===== config.mk =====
export PLATFORM = sky130hd
export DESIGN_NAME = mem_access_unit_flat
export DESIGN_NICKNAME = d
export VERILOG_FILES = /design/src/rtl/mem_access_unit_pkg.sv /design/src/rtl/mem_access_unit_if.sv /design/src/rtl/mem_access_unit_lane.sv /design/src/rtl/mem_access_unit.sv /design/src/flat_wrapper.sv
export SDC_FILE = /design/constraint.sdc
export NUM_CORES = 1
export LEC_CHECK = 0
export BUFFER_PORTS_ARGS = -buffer_cell sky130_fd_sc_hd__buf_2
export CORE_MARGIN = 5
export CORE_UTILIZATION = 53
export CTS_CLUSTER_DIAMETER = 40
export DETAILED_ROUTE_END_ITERATION = 6
export GPL_TIMING_DRIVEN = 0
export PLACE_DENSITY = 0.88
export SLEW_MARGIN = 20
export SYNTH_ARGS = -nofsm -noshare
export SYNTH_HDL_FRONTEND = slang
export SYNTH_SLANG_ARGS = --single-unit

===== constraint.sdc =====
create_clock -name clk -period 2.1 [get_ports clk]
set_clock_uncertainty 0.1 [all_clocks]
set_input_delay 0.21 -clock clk [delete_from_list [all_inputs] [get_ports clk]]
set_output_delay 0.21 -clock clk [all_outputs]
set_load 0.02 [all_outputs]

===== src/rtl/mem_access_unit_pkg.sv =====
// Shared types for the data-memory access unit.
// MAU_ALIGN_CHECK_EN turns misaligned half/word requests into errors.
package mem_access_unit_pkg;

  localparam int ADDR = 16;
  localparam int WORD = 32;
  localparam int LEN  = WORD / 8;

  typedef enum logic [1:0] {
    SZ_BYTE = 2'b00,
    SZ_HALF = 2'b01,
    SZ_WORD = 2'b10,
    SZ_RSVD = 2'b11
  } size_e;

  typedef enum logic [2:0] {
    ST_IDLE,
    ST_RD,
    ST_CAP,
    ST_WR,
    ST_ERR
  } state_e;

  typedef struct packed {
    logic            we;
    size_e           size;
    logic            sgn;
    logic [1:0]      off;
    logic [WORD-1:0] wdata;
  } req_t;

  // Without the alignment check, stray low offset bits are dropped.
  function automatic logic [1:0] eff_off(size_e s, logic [1:0] o);
    logic [1:0] r;
    r = o;
    unique case (1'b1)
      (s == SZ_HALF): r = {o[1], 1'b0};
      (s == SZ_WORD): r = 2'b00;
      default:        r = o;
    endcase
    return r;
  endfunction

  function automatic logic size_err(size_e s, logic [1:0] o);
    logic e;
`ifdef MAU_ALIGN_CHECK_EN
    e = (s == SZ_RSVD)
      | ((s == SZ_HALF) & o[0])
      | ((s == SZ_WORD) & (o != 2'b00));
`else
    e = (s == SZ_RSVD) & (o == o);
`endif
    return e;
  endfunction

endpackage


===== src/rtl/mem_access_unit_if.sv =====
// Request/response handshake plus single-port memory bus.
// master = execute side and memory, slave = the access unit.
interface mem_access_unit_if #(
  parameter int ADDR_W = 16,
  parameter int WORD_W = 32
);

  logic              req_valid;
  logic              req_ready;
  logic              req_we;
  logic [1:0]        req_size;
  logic              req_signed;
  logic [ADDR_W+1:0] req_addr;
  logic [WORD_W-1:0] req_wdata;
  logic              rsp_valid;
  logic [WORD_W-1:0] rsp_rdata;
  logic              rsp_err;
  logic [ADDR_W-1:0] mem_a;
  logic              mem_w;
  logic [WORD_W-1:0] mem_d;
  logic [WORD_W-1:0] mem_q;

  modport master (
    output req_valid, req_we, req_size,
    output req_signed, req_addr, req_wdata,
    output mem_q,
    input  req_ready, rsp_valid, rsp_rdata,
    input  rsp_err, mem_a, mem_w, mem_d
  );

  modport slave (
    input  req_valid, req_we, req_size,
    input  req_signed, req_addr, req_wdata,
    input  mem_q,
    output req_ready, rsp_valid, rsp_rdata,
    output rsp_err, mem_a, mem_w, mem_d
  );

endinterface


===== src/rtl/mem_access_unit_lane.sv =====
// Little-endian lane extract/extend for loads and
// read-modify-write merge for sub-word stores.
module mem_lane_align
  import mem_access_unit_pkg::*;
(
  input  logic [WORD-1:0]        word_i,
  input  logic [$clog2(LEN)-1:0] off_i,
  input  size_e                  size_i,
  input  logic                   sgn_i,
  input  logic [WORD-1:0]        data_i,
  output logic [WORD-1:0]        load_o,
  output logic [WORD-1:0]        merge_o
);

  logic [4:0]      sh;
  logic [WORD-1:0] lane;
  logic [WORD-1:0] mask;

  assign sh   = {off_i, 3'b000};
  assign lane = word_i >> sh;

  always_comb begin
    load_o = word_i;
    mask   = '1;
    unique case (1'b1)
      (size_i == SZ_BYTE): begin
        load_o = {{24{sgn_i & lane[7]}}, lane[7:0]};
        mask   = 32'h0000_00ff;
      end
      (size_i == SZ_HALF): begin
        load_o = {{16{sgn_i & lane[15]}}, lane[15:0]};
        mask   = 32'h0000_ffff;
      end
      default: begin
        load_o = word_i;
        mask   = '1;
      end
    endcase
    merge_o = (word_i & ~(mask << sh))
            | ((data_i & mask) << sh);
  end

endmodule


===== src/rtl/mem_access_unit.sv =====
// Data-memory initiator: byte/half/word loads and stores,
// sub-word stores via read-modify-write on a word-only memory.
module mem_access_unit
  import mem_access_unit_pkg::*;
#(
  parameter int ADDR_W = ADDR,
  parameter int WORD_W = WORD
) (
  input logic              clk,
  input logic              rst_n,
  mem_access_unit_if.slave bus
);

  state_e            state_q, state_d;
  req_t              req_q, req_d;
  logic [ADDR_W-1:0] mem_a_q, mem_a_d;
  logic              mem_w_q, mem_w_d;
  logic [WORD_W-1:0] mem_d_q, mem_d_d;
  logic [WORD_W-1:0] rdata_q, rdata_d;
  logic              rvalid_q, rvalid_d;
  logic              rerr_q, rerr_d;

  size_e             in_size;
  logic [1:0]        in_off;
  logic [WORD_W-1:0] load_w;
  logic [WORD_W-1:0] merge_w;

  assign in_size = size_e'(bus.req_size);
  assign in_off  = bus.req_addr[1:0];

  mem_lane_align u_lane (
    .word_i  (bus.mem_q),
    .off_i   (req_q.off),
    .size_i  (req_q.size),
    .sgn_i   (req_q.sgn),
    .data_i  (req_q.wdata),
    .load_o  (load_w),
    .merge_o (merge_w)
  );

  always_comb begin
    state_d  = state_q;
    req_d    = req_q;
    mem_a_d  = mem_a_q;
    mem_w_d  = 1'b0;
    mem_d_d  = mem_d_q;
    rdata_d  = '0;
    rvalid_d = 1'b0;
    rerr_d   = 1'b0;
    unique case (state_q)
      ST_IDLE: begin
        if (bus.req_valid) begin
          req_d.we    = bus.req_we;
          req_d.size  = in_size;
          req_d.sgn   = bus.req_signed;
          req_d.off   = eff_off(in_size, in_off);
          req_d.wdata = bus.req_wdata;
          unique case (1'b1)
            size_err(in_size, in_off): begin
              state_d = ST_ERR;
            end
            (bus.req_we && in_size == SZ_WORD): begin
              state_d = ST_WR;
              mem_a_d = bus.req_addr[ADDR_W+1:2];
              mem_w_d = 1'b1;
              mem_d_d = bus.req_wdata;
            end
            default: begin
              state_d = ST_RD;
              mem_a_d = bus.req_addr[ADDR_W+1:2];
            end
          endcase
        end
      end
      ST_RD: begin
        state_d = ST_CAP;
      end
      // mem_q now holds the word addressed during RD
      ST_CAP: begin
        if (req_q.we) begin
          state_d = ST_WR;
          mem_w_d = 1'b1;
          mem_d_d = merge_w;
        end else begin
          state_d  = ST_IDLE;
          rdata_d  = load_w;
          rvalid_d = 1'b1;
        end
      end
      ST_WR: begin
        state_d  = ST_IDLE;
        rvalid_d = 1'b1;
      end
      ST_ERR: begin
        state_d  = ST_IDLE;
        rvalid_d = 1'b1;
        rerr_d   = 1'b1;
      end
      default: begin
        state_d = ST_IDLE;
      end
    endcase
  end

  always_ff @(posedge clk or negedge rst_n) begin
    if (!rst_n) begin
      state_q  <= ST_IDLE;
      req_q    <= '0;
      mem_a_q  <= '0;
      mem_w_q  <= 1'b0;
      mem_d_q  <= '0;
      rdata_q  <= '0;
      rvalid_q <= 1'b0;
      rerr_q   <= 1'b0;
    end else begin
      state_q  <= state_d;
      req_q    <= req_d;
      mem_a_q  <= mem_a_d;
      mem_w_q  <= mem_w_d;
      mem_d_q  <= mem_d_d;
      rdata_q  <= rdata_d;
      rvalid_q <= rvalid_d;
      rerr_q   <= rerr_d;
    end
  end

  assign bus.req_ready = (state_q == ST_IDLE);
  assign bus.rsp_valid = rvalid_q;
  assign bus.rsp_rdata = rdata_q;
  assign bus.rsp_err   = rerr_q;
  assign bus.mem_a     = mem_a_q;
  assign bus.mem_w     = mem_w_q;
  assign bus.mem_d     = mem_d_q;

endmodule


===== src/flat_wrapper.sv =====
// flat-port wrapper written by rule: the top's interface ports become plain ports
module mem_access_unit_flat import mem_access_unit_pkg::*;
#(
  parameter int ADDR_W = ADDR,
  parameter int WORD_W = WORD
)
  (clk, rst_n, bus_req_valid, bus_req_we, bus_req_size, bus_req_signed, bus_req_addr, bus_req_wdata, bus_mem_q, bus_req_ready, bus_rsp_valid, bus_rsp_rdata, bus_rsp_err, bus_mem_a, bus_mem_w, bus_mem_d);
  mem_access_unit_if #(.ADDR_W(ADDR_W), .WORD_W(WORD_W)) bus_i ();
  input logic clk;
  input logic rst_n;
  input wire logic [$bits(bus_i.req_valid)-1:0] bus_req_valid;
  input wire logic [$bits(bus_i.req_we)-1:0] bus_req_we;
  input wire logic [$bits(bus_i.req_size)-1:0] bus_req_size;
  input wire logic [$bits(bus_i.req_signed)-1:0] bus_req_signed;
  input wire logic [$bits(bus_i.req_addr)-1:0] bus_req_addr;
  input wire logic [$bits(bus_i.req_wdata)-1:0] bus_req_wdata;
  input wire logic [$bits(bus_i.mem_q)-1:0] bus_mem_q;
  output wire logic [$bits(bus_i.req_ready)-1:0] bus_req_ready;
  output wire logic [$bits(bus_i.rsp_valid)-1:0] bus_rsp_valid;
  output wire logic [$bits(bus_i.rsp_rdata)-1:0] bus_rsp_rdata;
  output wire logic [$bits(bus_i.rsp_err)-1:0] bus_rsp_err;
  output wire logic [$bits(bus_i.mem_a)-1:0] bus_mem_a;
  output wire logic [$bits(bus_i.mem_w)-1:0] bus_mem_w;
  output wire logic [$bits(bus_i.mem_d)-1:0] bus_mem_d;
  assign bus_i.req_valid = bus_req_valid;
  assign bus_i.req_we = bus_req_we;
  assign bus_i.req_size = bus_req_size;
  assign bus_i.req_signed = bus_req_signed;
  assign bus_i.req_addr = bus_req_addr;
  assign bus_i.req_wdata = bus_req_wdata;
  assign bus_i.mem_q = bus_mem_q;
  assign bus_req_ready = bus_i.req_ready;
  assign bus_rsp_valid = bus_i.rsp_valid;
  assign bus_rsp_rdata = bus_i.rsp_rdata;
  assign bus_rsp_err = bus_i.rsp_err;
  assign bus_mem_a = bus_i.mem_a;
  assign bus_mem_w = bus_i.mem_w;
  assign bus_mem_d = bus_i.mem_d;
  mem_access_unit #(.ADDR_W(ADDR_W), .WORD_W(WORD_W)) u_core (.clk(clk), .rst_n(rst_n), .bus(bus_i));
endmodule

==> flow_metrics.env <==
export IMPL_hp_class="in -> reg"
export IMPL_grt_usage_pct=32.05
export IMPL_final_nets=1011
export IMPL_ys_flop_type="dfrtp_1"
export IMPL_path_delay_family="compound AO/OA/AOI/OAI gates"
export IMPL_min_path_cells=2
export IMPL_clock_sinks=124
export IMPL_r2r_end="u_core.bus.mem_d[28]"
export IMPL_ir_drop_v=0.001106
export IMPL_ctsRootBufferMaster="clkbuf_16"
export IMPL_outcome="completed"
export IMPL_ios=173
export IMPL_pwr_density_cell_nw_per_um2=1591
export IMPL_synth_top_cells_by_area="dfrtp_1 51%, nand2_1 9.2%, o21ai_0 4.8%, a21o_1 3.1%, mux2_2 2.9%"
export IMPL_syn_to_final_growth_pct=43.89
export IMPL_synth_edff_count=0
export IMPL_fin_area_um2=8820
export IMPL_drv_cap=0
export IMPL_rr_startpoint="u_core.state_q[2]"
export IMPL_hold_viol=0
export IMPL_crit_chain="buf_2 > nor3b_4 > clkbuf_2 > o21ai_0 > a211oi_1 > o21ai_1"
export IMPL_worstSetupStartpointType="register"
export IMPL_yosysTopAreaCell="dfrtp_1"
export IMPL_hp_start="bus_mem_q[30]"
export IMPL_seq_area_frac_synth_pct=50.62
export IMPL_tns_ps=0
export IMPL_leakagePower_uw=0.004464
export IMPL_regArea_um2=3103
export IMPL_htree_levels=4
export IMPL_drv_slew=0
export IMPL_final_min_clock_period_ps=2085
export IMPL_cp_max_fo=10
export IMPL_synthCells=650
export IMPL_dieHeight_um=117.5
export IMPL_synth_top_area_share_pct=50.62
export IMPL_worstSetupPathType="reg -> reg"
export IMPL_n_fill_cell=723
export IMPL_die_w_um=117.5
export IMPL_start_util_pct=53.91
export IMPL_end_kind="register"
export IMPL_netlist_cell_type_count=48
export IMPL_async_flop_share_pct=100.0
export IMPL_postPlaceCellArea_um2=7208
export IMPL_yosys_warnings=0
export IMPL_core_area_um2=11370
export IMPL_fin_ws_ps=14.91
export IMPL_fmax_mhz=479.6
export IMPL_grt_max_degree=71
export IMPL_place_congestion=0.9954
export IMPL_drt_iter0_drc=771
export IMPL_worst_path_max_delay_cell="a211oi_1"
export IMPL_min_to="u_core.bus.rsp_rdata[30]"
export IMPL_ff2ff_setup_slack_ps=10
export IMPL_wirelength_um=22360
export IMPL_r2r_cells=6
export IMPL_cp_required_ps=2300
export IMPL_vias=6440
export IMPL_antenna_found_initial=0
export IMPL_synth_seq_cells=124
export IMPL_cts_buffers=17
export IMPL_drtAntennaViolNets=0
export IMPL_path_buf_inv=2
export IMPL_grt_pass1_vias=6447
export IMPL_multi_input_area_um2=2978
export IMPL_drc=0
export IMPL_slew_headroom_pct=62.48
export IMPL_avgSynthCellArea_um2=9.430
export IMPL_hold_slack_ps=9.992
export IMPL_pre_cts_ws_ps=-324.7
export IMPL_grt_ovfl_total=0
export IMPL_core_rowCount=39
export IMPL_drive_above_1_share_pct=31.51
export IMPL_first_pass_iters=6
export IMPL_insertedDiodeCount=0
export IMPL_timing_final_crit_share_pct=99.29
export IMPL_setup_viol=0
export IMPL_wire_per_inst_um=20.84
export IMPL_tritoncts="yes"
export IMPL_cts_buffer_depth=2
export IMPL_grt_pass1_wl_um=35150
export IMPL_crit_arrival_ps=2280
export IMPL_clock_latency_ps=420
export IMPL_cpPeakStageDelay_ps=370
export IMPL_syn_area_um2=6130
export IMPL_io_buffers=172
export IMPL_dieArea_um2=13820
export IMPL_dp_hpwl_um=14460
export IMPL_worst_pin_slew_ps=560.7
export IMPL_clk_pin_slew_ps=60
export IMPL_vias_per_cell=6.002
export IMPL_synth_fp_nets=743
timing repair:
item | CTS | global route
setup endpoints to repair | 48 | 71
endpoints found under the hold margin | 128 | 0
pin swaps | 2 | 3
cloned | 0 | 0
hold buffers | 71 | 0
setup buffers | 2 | 5
gates resized for setup | 17 | 60
through the flow:
stage	total power, µW	utilization [%]	cells
finish	14030	77.57	1073
CTS	13290	75.56	1070
detailed placement	9986	63.40	966
global placement	9828	63.10	965
floorplan	7941	-	650
global route	14690	77.57	1073
cells in the final DEF, fill, tap and decap left out, types with 9 or more instances in the layout:
cell type and instances:
o21ai_1 22, mux2i_1 16, a21o_1 25, a311oi_1 9, nand2_1 150, nand2b_1 12, dfrtp_1 124, buf_2 180
clkbuf_1 16, o21ai_0 59, buf_4 15, nor2_1 29, clkbuf_16 17, dlygate4sd3_1 71, clkbuf_2 18, a21oi_1 23
mux2_2 16
state kept, by name (all words and copies together), names as in the netlist:
register and cells:
u_core.bus.mem_a 16, u_core.bus.rsp_valid 1, u_core.bus.rsp_err 1, u_core.req_q 38, u_core.state_q 3, u_core.bus.mem_d 32, u_core.bus.mem_w 1, u_core.bus.rsp_rdata 32
cell usage after synthesis, types with 5 or more instances:
library cell  instances
and3_1                8
buf_4                 6
buf_1                 5
a211oi_1              8
a21oi_1              23
nand2_1             150
a21o_1               25
a22oi_1               8
a311oi_1              9
nand3b_1              8
a2111oi_0             8
nand2b_1             12
a221oi_1              7
o21ai_1              24
clkbuf_1             31
o21ai_0              59
mux2_2               16
dfrtp_1             124
inv_1                 7
mux2i_1              16
nor2_1               30
buf_2                11
a22o_1                8
o221a_2               8
logic make-up (layout without fill, tap and decap cells):
| family | after synthesis | count (layout) | synth area share [%] |
|---|---|---|---|
| simple gates | 227 | 227 | 16.47 |
| fa+ha+maj | 4 | 4 | 0.8165 |
| mux | 35 | 35 | 6.103 |
| flops | 124 | 124 | 50.62 |
| compound gates | 198 | 198 | 21.52 |
| xor+xnor | 1 | 1 | 0.1429 |
| buf+inv | 61 | 341 | 4.327 |
where the power goes:
part | leakage (µW) | internal (µW) | switching (µW) | total [µW]
clock network | 0.000294 | 2040 | 1020 | 3060
logic | 0.00259 | 2440 | 4370 | 6810
registers | 0.00158 | 3410 | 750 | 4160
how the worst max path moves through the flow:
stage / startpoint / end / slack (ps) / depth (start not counted)
global route: u_core.state_q[2] / u_core.bus.mem_d[28] / -70 / 6
detailed placement: u_core.req_q[36] / u_core.bus.mem_d[20] / -320 / 6
global placement: rst_n / u_core.bus.mem_d[19] / -730 / 1
floorplan: u_core.state_q[1] / u_core.bus.mem_a[11] / 70 / 6
CTS: u_core.state_q[2] / u_core.bus.mem_d[22] / -70 / 6
finish: u_core.state_q[2] / u_core.bus.mem_d[28] / 10 / 6
layout make-up:
cell class                 count  area share, %
sequential                   124          35.18
multi-input combinational    465          33.76
inverter                       8         0.3405
timing repair buffer         251          18.80
buffer                        51          2.979
clock buffer                  24          5.348
tap                          143          2.029
clock inverter                 7          1.561
metal layers:
layer	global-route usage, %	part of all wire [%]	vias to the layer above
met5	0	0	-
met1	39.98	37	3044
li1	-	-	2819
met2	51.52	47	471
met3	8.602	10	106
met4	15.84	5.5	0
Power figures use the tool's default switching activity.
